`config.mk`:
```
export PLATFORM = sky130hd
export DESIGN_NAME = jt12_pg_mux
export DESIGN_NICKNAME = d
export VERILOG_FILES = /design/src/rtl/jt12_pg_mux.sv
export SDC_FILE = /design/constraint.sdc
export NUM_CORES = 1
export LEC_CHECK = 0
export ABC_AREA = 0
export BUFFER_PORTS_ARGS = -buffer_cell sky130_fd_sc_hd__buf_4
export CAP_MARGIN = 25
export CORE_MARGIN = 1.5
export CORE_UTILIZATION = 56
export CTS_CLUSTER_SIZE = 40
export DETAILED_ROUTE_END_ITERATION = 10
export PLACE_DENSITY = 0.74
export SLEW_MARGIN = 20
export SYNTH_ARGS = -nofsm -noshare
export SYNTH_HDL_FRONTEND = slang
export SYNTH_SLANG_ARGS = --single-unit
```
`constraint.sdc`:
```
create_clock -name clk -period 6.8 [get_ports clk]
set_input_delay 1.02 -clock clk [delete_from_list [all_inputs] [get_ports clk]]
set_output_delay 1.02 -clock clk [all_outputs]
set_load 0.05 [all_outputs]
```
`src/rtl/jt12_pg_mux.sv`:
```
// Time-multiplexed FM phase generator: per-slot phase accumulators fed by a
// four-stage increment pipeline (fnum/PM -> block shift/clamp -> detune/mul -> accumulate).
module jt12_pg_mux #(
    parameter int SLOTS = 24,
    parameter int PHW   = 20,
    parameter int OUTW  = 10,
    parameter int PMW   = 8,
    parameter int DTW   = 6,
    parameter int CLAMP = 69905
) (
    input  logic                     clk,
    input  logic                     rst,
    input  logic                     clk_en,
    input  logic [10:0]              fnum_i,
    input  logic [2:0]               block_i,
    input  logic [3:0]               mul_i,
    input  logic [DTW-1:0]           dt_i,
    input  logic [PMW-1:0]           pm_i,
    input  logic                     pg_rst_i,
    input  logic                     pg_stop_i,
    output logic [$clog2(SLOTS)-1:0] slot_o,
    output logic                     zero_o,
    output logic                     valid_o,
    output logic [4:0]               keycode_o,
    output logic [OUTW-1:0]          phase_o
);
    localparam int SW = $clog2(SLOTS);

    logic [SW-1:0]   r_s;

    logic [PHW-1:0]  r1_f;
    logic [2:0]      r1_blk;
    logic [4:0]      r1_kc;
    logic [3:0]      r1_mul;
    logic [DTW-1:0]  r1_dt;
    logic            r1_rst;
    logic            r1_stop;
    logic [SW-1:0]   r1_slot;

    logic [PHW-1:0]  r2_inc;
    logic [4:0]      r2_kc;
    logic [3:0]      r2_mul;
    logic [DTW-1:0]  r2_dt;
    logic            r2_rst;
    logic            r2_stop;
    logic [SW-1:0]   r2_slot;

    logic [PHW-1:0]  r3_inc;
    logic [4:0]      r3_kc;
    logic            r3_rst;
    logic            r3_stop;
    logic [SW-1:0]   r3_slot;

    logic [3:0]      r_vld;
    logic            r_zero;
    logic [SW-1:0]   r_slot_o;
    logic [4:0]      r_kc_o;
    logic [OUTW-1:0] r_phase_o;
    logic [PHW-1:0]  r_store [SLOTS];

    logic [PHW-1:0]  w_f_sum;
    logic [PHW-1:0]  w_f;
    logic [4:0]      w_kc;
    logic [PHW+6:0]  w_shl;
    logic [PHW+4:0]  w_inc_raw;
    logic [PHW-1:0]  w_inc2;
    logic [PHW+1:0]  w_dt_sum;
    logic [PHW:0]    w_dt_pos;
    logic [PHW+4:0]  w_mult;
    logic [PHW-1:0]  w_inc3;
    logic [PHW-1:0]  w_acc;
    logic [PHW-1:0]  w_next;
    logic [SW-1:0]   w_s_next;

    // Stage 1: PM-adjusted doubled fnum (floored at zero) and keycode.
    always_comb begin
        w_f_sum = {{(PHW-12){1'b0}}, fnum_i, 1'b0} + {{(PHW-PMW){pm_i[PMW-1]}}, pm_i};
        if (w_f_sum[PHW-1]) begin
            w_f = {PHW{1'b0}};
        end else begin
            w_f = w_f_sum;
        end
        w_kc = {block_i, fnum_i[10], fnum_i[10] ? (|fnum_i[9:7]) : (&fnum_i[9:7])};
    end

    // Stage 2: octave shift then optional ceiling; compare before truncating to PHW.
    always_comb begin
        w_shl     = {7'b0000000, r1_f} << r1_blk;
        w_inc_raw = w_shl[PHW+6:2];
        if ((CLAMP != 0) && (w_inc_raw > (PHW+5)'(CLAMP))) begin
            w_inc2 = PHW'(CLAMP);
        end else begin
            w_inc2 = w_inc_raw[PHW-1:0];
        end
    end

    // Stage 3: detune with a zero floor, then multiplier (0 selects x0.5).
    always_comb begin
        w_dt_sum = {2'b00, r2_inc} + {{(PHW+2-DTW){r2_dt[DTW-1]}}, r2_dt};
        if (w_dt_sum[PHW+1]) begin
            w_dt_pos = {(PHW+1){1'b0}};
        end else begin
            w_dt_pos = w_dt_sum[PHW:0];
        end
        w_mult = {4'b0000, w_dt_pos} * {{(PHW+1){1'b0}}, r2_mul};
        if (r2_mul != 4'd0) begin
            w_inc3 = w_mult[PHW-1:0];
        end else begin
            w_inc3 = w_dt_pos[PHW:1];
        end
    end

    // Stage 4: accumulate against the slot's stored phase; key-on reset beats stop.
    always_comb begin
        w_acc = r_store[r3_slot];
        if (r3_rst) begin
            w_next = {PHW{1'b0}};
        end else if (r3_stop) begin
            w_next = w_acc;
        end else begin
            w_next = w_acc + r3_inc;
        end
        if (r_s == SW'(SLOTS-1)) begin
            w_s_next = {SW{1'b0}};
        end else begin
            w_s_next = r_s + SW'(1);
        end
    end

    // Slot counter, pipeline registers, phase store and outputs, all gated by clk_en.
    always_ff @(posedge clk or negedge rst) begin
        if (!rst) begin
            r_s       <= {SW{1'b0}};
            r1_f      <= {PHW{1'b0}};
            r1_blk    <= 3'd0;
            r1_kc     <= 5'd0;
            r1_mul    <= 4'd0;
            r1_dt     <= {DTW{1'b0}};
            r1_rst    <= 1'b0;
            r1_stop   <= 1'b0;
            r1_slot   <= {SW{1'b0}};
            r2_inc    <= {PHW{1'b0}};
            r2_kc     <= 5'd0;
            r2_mul    <= 4'd0;
            r2_dt     <= {DTW{1'b0}};
            r2_rst    <= 1'b0;
            r2_stop   <= 1'b0;
            r2_slot   <= {SW{1'b0}};
            r3_inc    <= {PHW{1'b0}};
            r3_kc     <= 5'd0;
            r3_rst    <= 1'b0;
            r3_stop   <= 1'b0;
            r3_slot   <= {SW{1'b0}};
            r_vld     <= 4'd0;
            r_zero    <= 1'b0;
            r_slot_o  <= {SW{1'b0}};
            r_kc_o    <= 5'd0;
            r_phase_o <= {OUTW{1'b0}};
            for (int i = 0; i < SLOTS; i++) begin
                r_store[i] <= {PHW{1'b0}};
            end
        end else if (clk_en) begin
            r_s     <= w_s_next;
            r1_f    <= w_f;
            r1_blk  <= block_i;
            r1_kc   <= w_kc;
            r1_mul  <= mul_i;
            r1_dt   <= dt_i;
            r1_rst  <= pg_rst_i;
            r1_stop <= pg_stop_i;
            r1_slot <= r_s;
            r2_inc  <= w_inc2;
            r2_kc   <= r1_kc;
            r2_mul  <= r1_mul;
            r2_dt   <= r1_dt;
            r2_rst  <= r1_rst;
            r2_stop <= r1_stop;
            r2_slot <= r1_slot;
            r3_inc  <= w_inc3;
            r3_kc   <= r2_kc;
            r3_rst  <= r2_rst;
            r3_stop <= r2_stop;
            r3_slot <= r2_slot;
            r_vld   <= {r_vld[2:0], 1'b1};
            r_zero  <= r_vld[2] && (r3_slot == {SW{1'b0}});
            r_slot_o  <= r3_slot;
            r_kc_o    <= r3_kc;
            r_phase_o <= w_next[PHW-1 -: OUTW];
            r_store[r3_slot] <= w_next;
        end else begin
            r_s <= r_s;
        end
    end

    assign slot_o    = r_slot_o;
    assign zero_o    = r_zero;
    assign valid_o   = r_vld[3];
    assign keycode_o = r_kc_o;
    assign phase_o   = r_phase_o;
endmodule

```
; ---- Word-level counts from Yosys, hierarchy flattened
; Index checks and enable logic that the tools add are counted.
[op_classes]
addsub = 4
n_mul = 1
order_cmp = 3
n_eq_ne = 1
shift = 1
n_mux = 14
bitwise = 1
n_reduce_logical = 6
[op_table]
columns = op, count
row1 = 480-bit bitwise mux, 1
row2 = 20-bit 2-to-1 mux, 7
row3 = 20-bit binary-select mux with 5-bit select, 1
row4 = 20-bit demux with 5-bit select, 1
row5 = 20-bit by 3-bit left shift with 27-bit output, 1
row6 = "25-bit by 17-bit greater-than comparator with 1-bit output, second input constant", 1
row7 = 21-bit by 6-bit adder with 22-bit output, 1
row8 = 21-bit by 4-bit multiplier with 20-bit output, 1
row9 = 21-bit 2-to-1 mux, 1
row10 = 20-bit adder, 1
row11 = 19-bit 2-to-1 mux, 1
row12 = 13-bit by 8-bit adder with 14-bit output, 1
row13 = "6-bit greater-or-equal comparator, second input constant", 1
row14 = "6-bit by 1-bit < comparator with 1-bit output, second input constant", 1
row15 = 5-bit inverter with 6-bit output, 1
row16 = "5-bit by 1-bit adder with 5-bit output, second input constant", 1
row17 = "5-bit equality test, second input constant", 1
row18 = 5-bit logical NOT, 1
row19 = 5-bit 2-to-1 mux, 1
row20 = 4-bit nonzero test, 1
row21 = 3-bit AND reduction, 1
row22 = 3-bit OR reduction, 1
row23 = 1-bit logical AND, 2
row24 = 1-bit 2-to-1 mux, 1
[totals]
regBits = 629
input_bits = 37
elab_cells = 81

; ---- Depth between registers and ports, before layout
[logic_depth]
ltp_word = 8
ltp_mapped = 26
ltp_nobuf = 26

; ---- Worst setup path after synthesis
; Ideal clock, no wire load.
[synth_path]
path_type = register -> register
startpoint = reg r2_dt[5]
endpoint = reg r3_inc[18]
setup_ps = 101
arrival_ps = 5550
required_time_ps = 6699
path_slack_ps = 1149
stages_incl_launch_ff = 26
n_path_buf = 2
synth_period_minus_slack_ps = 5651
cell_sequence = dfrtp_1 ha_1 buf_6 and3_1 a221oi_2 a21boi_4 o211ai_1 and3_1 buf_2 nor2_1 nand2_1 fa_1 inv_1 fa_1 inv_1 fa_1 nor2b_1 o21ai_1 a21boi_0 o21ai_0 a21boi_1 o211ai_1 a21boi_0 o211a_1 nor3_1 o32ai_1
[synth_via]
elab_chain_cells = 4
[synth_rtl]
columns = item, line_no
row1 = start: declaration, 43  ; logic [DTW-1:0] r2_dt;
row2 = start signal: assignment, 145  ; r2_dt <= {DTW{1'b0}};
row3 = start signal: assignment, 175  ; r2_dt <= r1_dt;
row4 = 21-bit by 6-bit adder with 22-bit output (*), 99  ; w_dt_sum = {2'b00, r2_inc} + {{(PHW+2-DTW){r2_dt[DTW-1]}}, r2_dt};
row5 = 21-bit 2-to-1 mux (*), 100  ; if (w_dt_sum[PHW+1]) begin
row6 = 21-bit by 4-bit multiplier with 20-bit output, 105  ; w_mult = {4'b0000, w_dt_pos} * {{(PHW+1){1'b0}}, r2_mul};
row7 = 20-bit 2-to-1 mux (*), 106  ; if (r2_mul != 4'd0) begin
row8 = end signal: assignment, 149  ; r3_inc <= {PHW{1'b0}};
row9 = end signal: assignment, 179  ; r3_inc <= w_inc3;
row10 = end: declaration, 48  ; logic [PHW-1:0] r3_inc;
; Mark *: on every way between the ends. The rest lies on a longest branch, timed or not.
; A chain may end at the register's enable or synchronous reset.

; ---- Worst setup path after layout
; Ends and elaborated chain as after synthesis.

==> metrics <==
internal power between 0.009 and 0.01 W; vias in the first global route roughly 24000; total number of vias roughly 23000; Comb power frac 0.411; final WL approximately 81000 um; PD cells ~470 nW/um2; Yosys reg bits between 600 and 700; # nets final ~3100; H-tree Lvls 3; drt via density between 6 and 7; global-route wire length before repair about 130000 um; largest net degree at the start of global routing around 180; number of flops mapped to enable cells by yosys 0; cell count after synthesis approximately 3000; Cell Area, Synth between 30000 and 40000 um2; status finished clean; VDD IR max about 0.00034 V; sequential fraction of the synthesis area 0.489; CP bufs+invs 3; initial antenna violation count 0; grt total ovfl 0; count of input and output buffers 58; clock root buffer clkbuf_16; Net Sw Frac 0.395; Vert. Die Dim 240 um; CTS Buf Count 67; worst slew pin tran about 1.2 ns; Avg WL per Cell 21.6 um; clock sinks 617; Iter 0 DRT Violations approximately 2200; Syn Nets ~3200; Synth async-reset ratio 1.00; Worst EP arrival 6.91 ns; Setup violations, final 0; # IOs 59; CTS tree yes; hold crit path type input pin to asynchronous set/reset pin; Worst setup SP type register; Clock Skews 0.0236 ns; Synth cell types 87; Leak roughly 16 nW; Worst path max stage delay between 0.6 and 0.7 ns; crit-path cells buf_4 > ha_1 > a21oi_1 > nor3_1 > o21ai_0 > o211ai_1 > and3_1 > nor2_1 > nand2_1 > fa_1 > inv_1 > fa_1 > inv_1 > fa_1 > nor2b_1 > o21ai_1 > a21boi_0 > o21ai_0 > a21boi_1 > o211ai_1 > a21boi_0 > o211a_1 > nor3_1 > o32ai_1; die area 57800 um2; CP Capture Type register; Clock Tree Buf Depth 3; DRT Pass-1 Iters 5; setup tns final 0 ns; Achievable Freq roughly 0.16 GHz; antenna cell count 0; crit-path most repeated cell fa_1; RSZ-0062 raised after global routing no; leading register cell type out of synthesis dfrtp_1; row count 86; share of post-route cells with drive strength above 1 0.163; Clock Power Share 0.234; final instance area approximately 35000 um2; relative slew slack 0.218; critical path's slowest cell dfrtp_1; Post-CTS Setup Inserts 0; DRC Markers 0; Reg power frac 0.355; minimum clock period roughly 6.4 ns; fin crit share 0.941; Max FO, Critical Path 16; total track usage 0.292; CTS clk-pin slew, worst paths 0.06 ns; final max-slew violation count 0; width of the chip between 200 and 250 um; Post-DP Area between 30000 and 40000 um2; Routed Antenna Nets 0; WP data required 7.30 ns; Worst-Skew Late Latency slightly above 0.6 ns; P&R area growth vs syn 10.4%; max cap viols 0; Starting Density 0.570; hold_buf cts 0; dpl hpwl approximately 52000 um; CP delay by family, top compound AO/OA/AOI/OAI gates; Syn Area/Cell ~10 um2; Final Hold Fails 0; Gates resized, CTS repair 0; CORE AREA 55400 um2; GP Congestion between 0.9 and 1; Warnings, synthesis 0; Psw ~0.0065 W; Setup CP Type register to register
Yosys cell counts (all sizes together) (4+ instances only):
| cell | n | area [um2] |
|---|---|---|
| a211o | 7 | 61.3 |
| a211oi | 8 | 77.6 |
| a21boi | 7 | 71.3 |
| a21o | 26 | 195 |
| a21oi | 71 | 370 |
| a221oi | 7 | 73.8 |
| a22oi | 57 | 438 |
| a31oi | 16 | 115 |
| and2 | 44 | 275 |
| and3 | 27 | 169 |
| and3b | 4 | 35.0 |
| buf | 59 | 364 |
| clkbuf | 186 | 703 |
| dfrtp | 617 | 15400 |
| fa | 36 | 721 |
| ha | 71 | 888 |
| inv | 124 | 465 |
| mux2 | 99 | 1110 |
| mux2i | 22 | 233 |
| mux4 | 120 | 2700 |
| nand2 | 570 | 2140 |
| nand2b | 8 | 50.1 |
| nand3 | 39 | 195 |
| nand4 | 6 | 37.5 |
| nor2 | 71 | 269 |
| nor2b | 9 | 56.3 |
| nor3 | 24 | 120 |
| nor3b | 10 | 75.1 |
| nor4 | 5 | 37.5 |
| o211ai | 7 | 52.6 |
| o21a | 13 | 97.6 |
| o21ai | 423 | 2130 |
| o21bai | 13 | 97.6 |
| o22ai | 23 | 144 |
| o31ai | 100 | 756 |
| or2 | 7 | 43.8 |
| or3 | 7 | 43.8 |
| xnor2 | 26 | 228 |
| xor2 | 13 | 114 |
path summary, 6_finish.rpt:
kind	start	endpoint	slack, ns	depth (start not counted)
max in group asynchronous	rst	r3_slot[1]	4.82	2
setup / recovery	r2_dt[5]	r3_inc[18]	0.40	24
setup reg to reg	r2_dt[5]	r3_inc[18]	0.40	24
hold reg to reg	r_store[263]	r_store[263]	0.47	2
hold / removal	rst	r_store[479]	0.39	1
min in group clk	r_store[263]	r_store[263]	0.47	2
power groups by stage:
stage	clock network [W]	registers, W	logic (W)
5_1_grt	0.00405	0.00598	0.00741
3_5_place_dp	0	0.00587	0.00665
4_1_cts	0.00391	0.00582	0.00669
6_report	0.00385	0.00583	0.00675
3_3_place_gp	0	0.00577	0.00639
2_1_floorplan	0	0.00555	0.00502
registers in the layout (all words and copies together) (netlist names), 6 cells and up:
register / count
phase_o: 10
r3_inc: 20
r2_inc: 18
r1_dt: 6
r_store: 480
r2_dt: 6
r1_f: 13
logic make-up (layout without fill, tap and decap cells):
kind of cell / count (synthesis) / in the layout / synth area share
AOI/OAI and AO/OA: 803 / 803 / 0.157
xor gates and xnor gates: 40 / 40 / 0.0115
adders and majority gates: 107 / 107 / 0.0509
buffers and inverters: 369 / 362 / 0.0485
DFF: 617 / 617 / 0.489
muxes: 241 / 241 / 0.128
and+or+nand+nor: 843 / 843 / 0.115
per-layer routing:
| layer | track usage | routed length [um] | part of all wire |
|---|---|---|---|
| met1 | 0.398 | 34200 | 0.42 |
| met2 | 0.466 | 38300 | 0.47 |
| met3 | 0.0556 | 5850 | 0.072 |
| met4 | 0.110 | 2870 | 0.035 |
| met5 | 0 | 0 | 0 |
per-stage QoR:
stage | hold slack [ns] | util | instances | setup slack (ns) | power [W]
floorplan | 0.431 | - | 3020 | 1.15 | 0.0106
global placement | 0.444 | 0.586 | 3643 | 0.635 | 0.0122
detailed placement | 0.463 | 0.587 | 3644 | 0.417 | 0.0125
CTS | 0.411 | 0.629 | 3760 | 0.434 | 0.0164
global route | 0.429 | 0.629 | 3761 | 0.00921 | 0.0174
finish | 0.385 | 0.629 | 3761 | 0.398 | 0.0164
layout by cell type (no fill, tap or decap), types with 9 or more instances in the layout:
cell type  count
xor2_1        13
buf_4        111
a31oi_1       15
xnor2_1       26
a21o_1        26
nor2b_1        9
clkbuf_16     68
and3_1        27
a21oi_1       66
nor3_1        23
clkbuf_1      10
bufinv_16     10
a22oi_1       55
o22ai_1       23
nor2_1        70
and2_1        44
o21ai_1       53
mux4_2       120
inv_1        123
o31ai_1       99
mux2i_1       21
o21a_1        13
nand2_1      570
mux2_2        99
o21ai_0      367
clkbuf_8      14
nand3_1       39
ha_1          71
dfrtp_1      614
fa_1          36
o21bai_1      13
worst reg2reg max path, cell delays in order, from the launching register on:
cell	delay, ns
dfrtp_1	0.64
buf_4	0.30
ha_1	0.35
a21oi_1	0.29
nor3_1	0.10
o21ai_0	0.21
o211ai_1	0.14
and3_1	0.30
nor2_1	0.25
nand2_1	0.12
fa_1	0.53
inv_1	0.05
fa_1	0.56
inv_1	0.07
fa_1	0.44
nor2b_1	0.18
o21ai_1	0.10
a21boi_0	0.26
o21ai_0	0.16
a21boi_1	0.26
o211ai_1	0.13
a21boi_0	0.34
o211a_1	0.23
nor3_1	0.05
o32ai_1	0.26
area by class of cell:
cell class                      count  area [um2]
Fill cell                        4344       20500
Clock inverter                     24         399
Clock buffer                       92        1930
Sequential cell                   617       15500
Tap cell                          748         936
Inverter                          124         465
Multi-Input combinational cell   2034       14700
Timing Repair Buffer              122        1030
No activity file was read; power rests on OpenSTA's default activity.
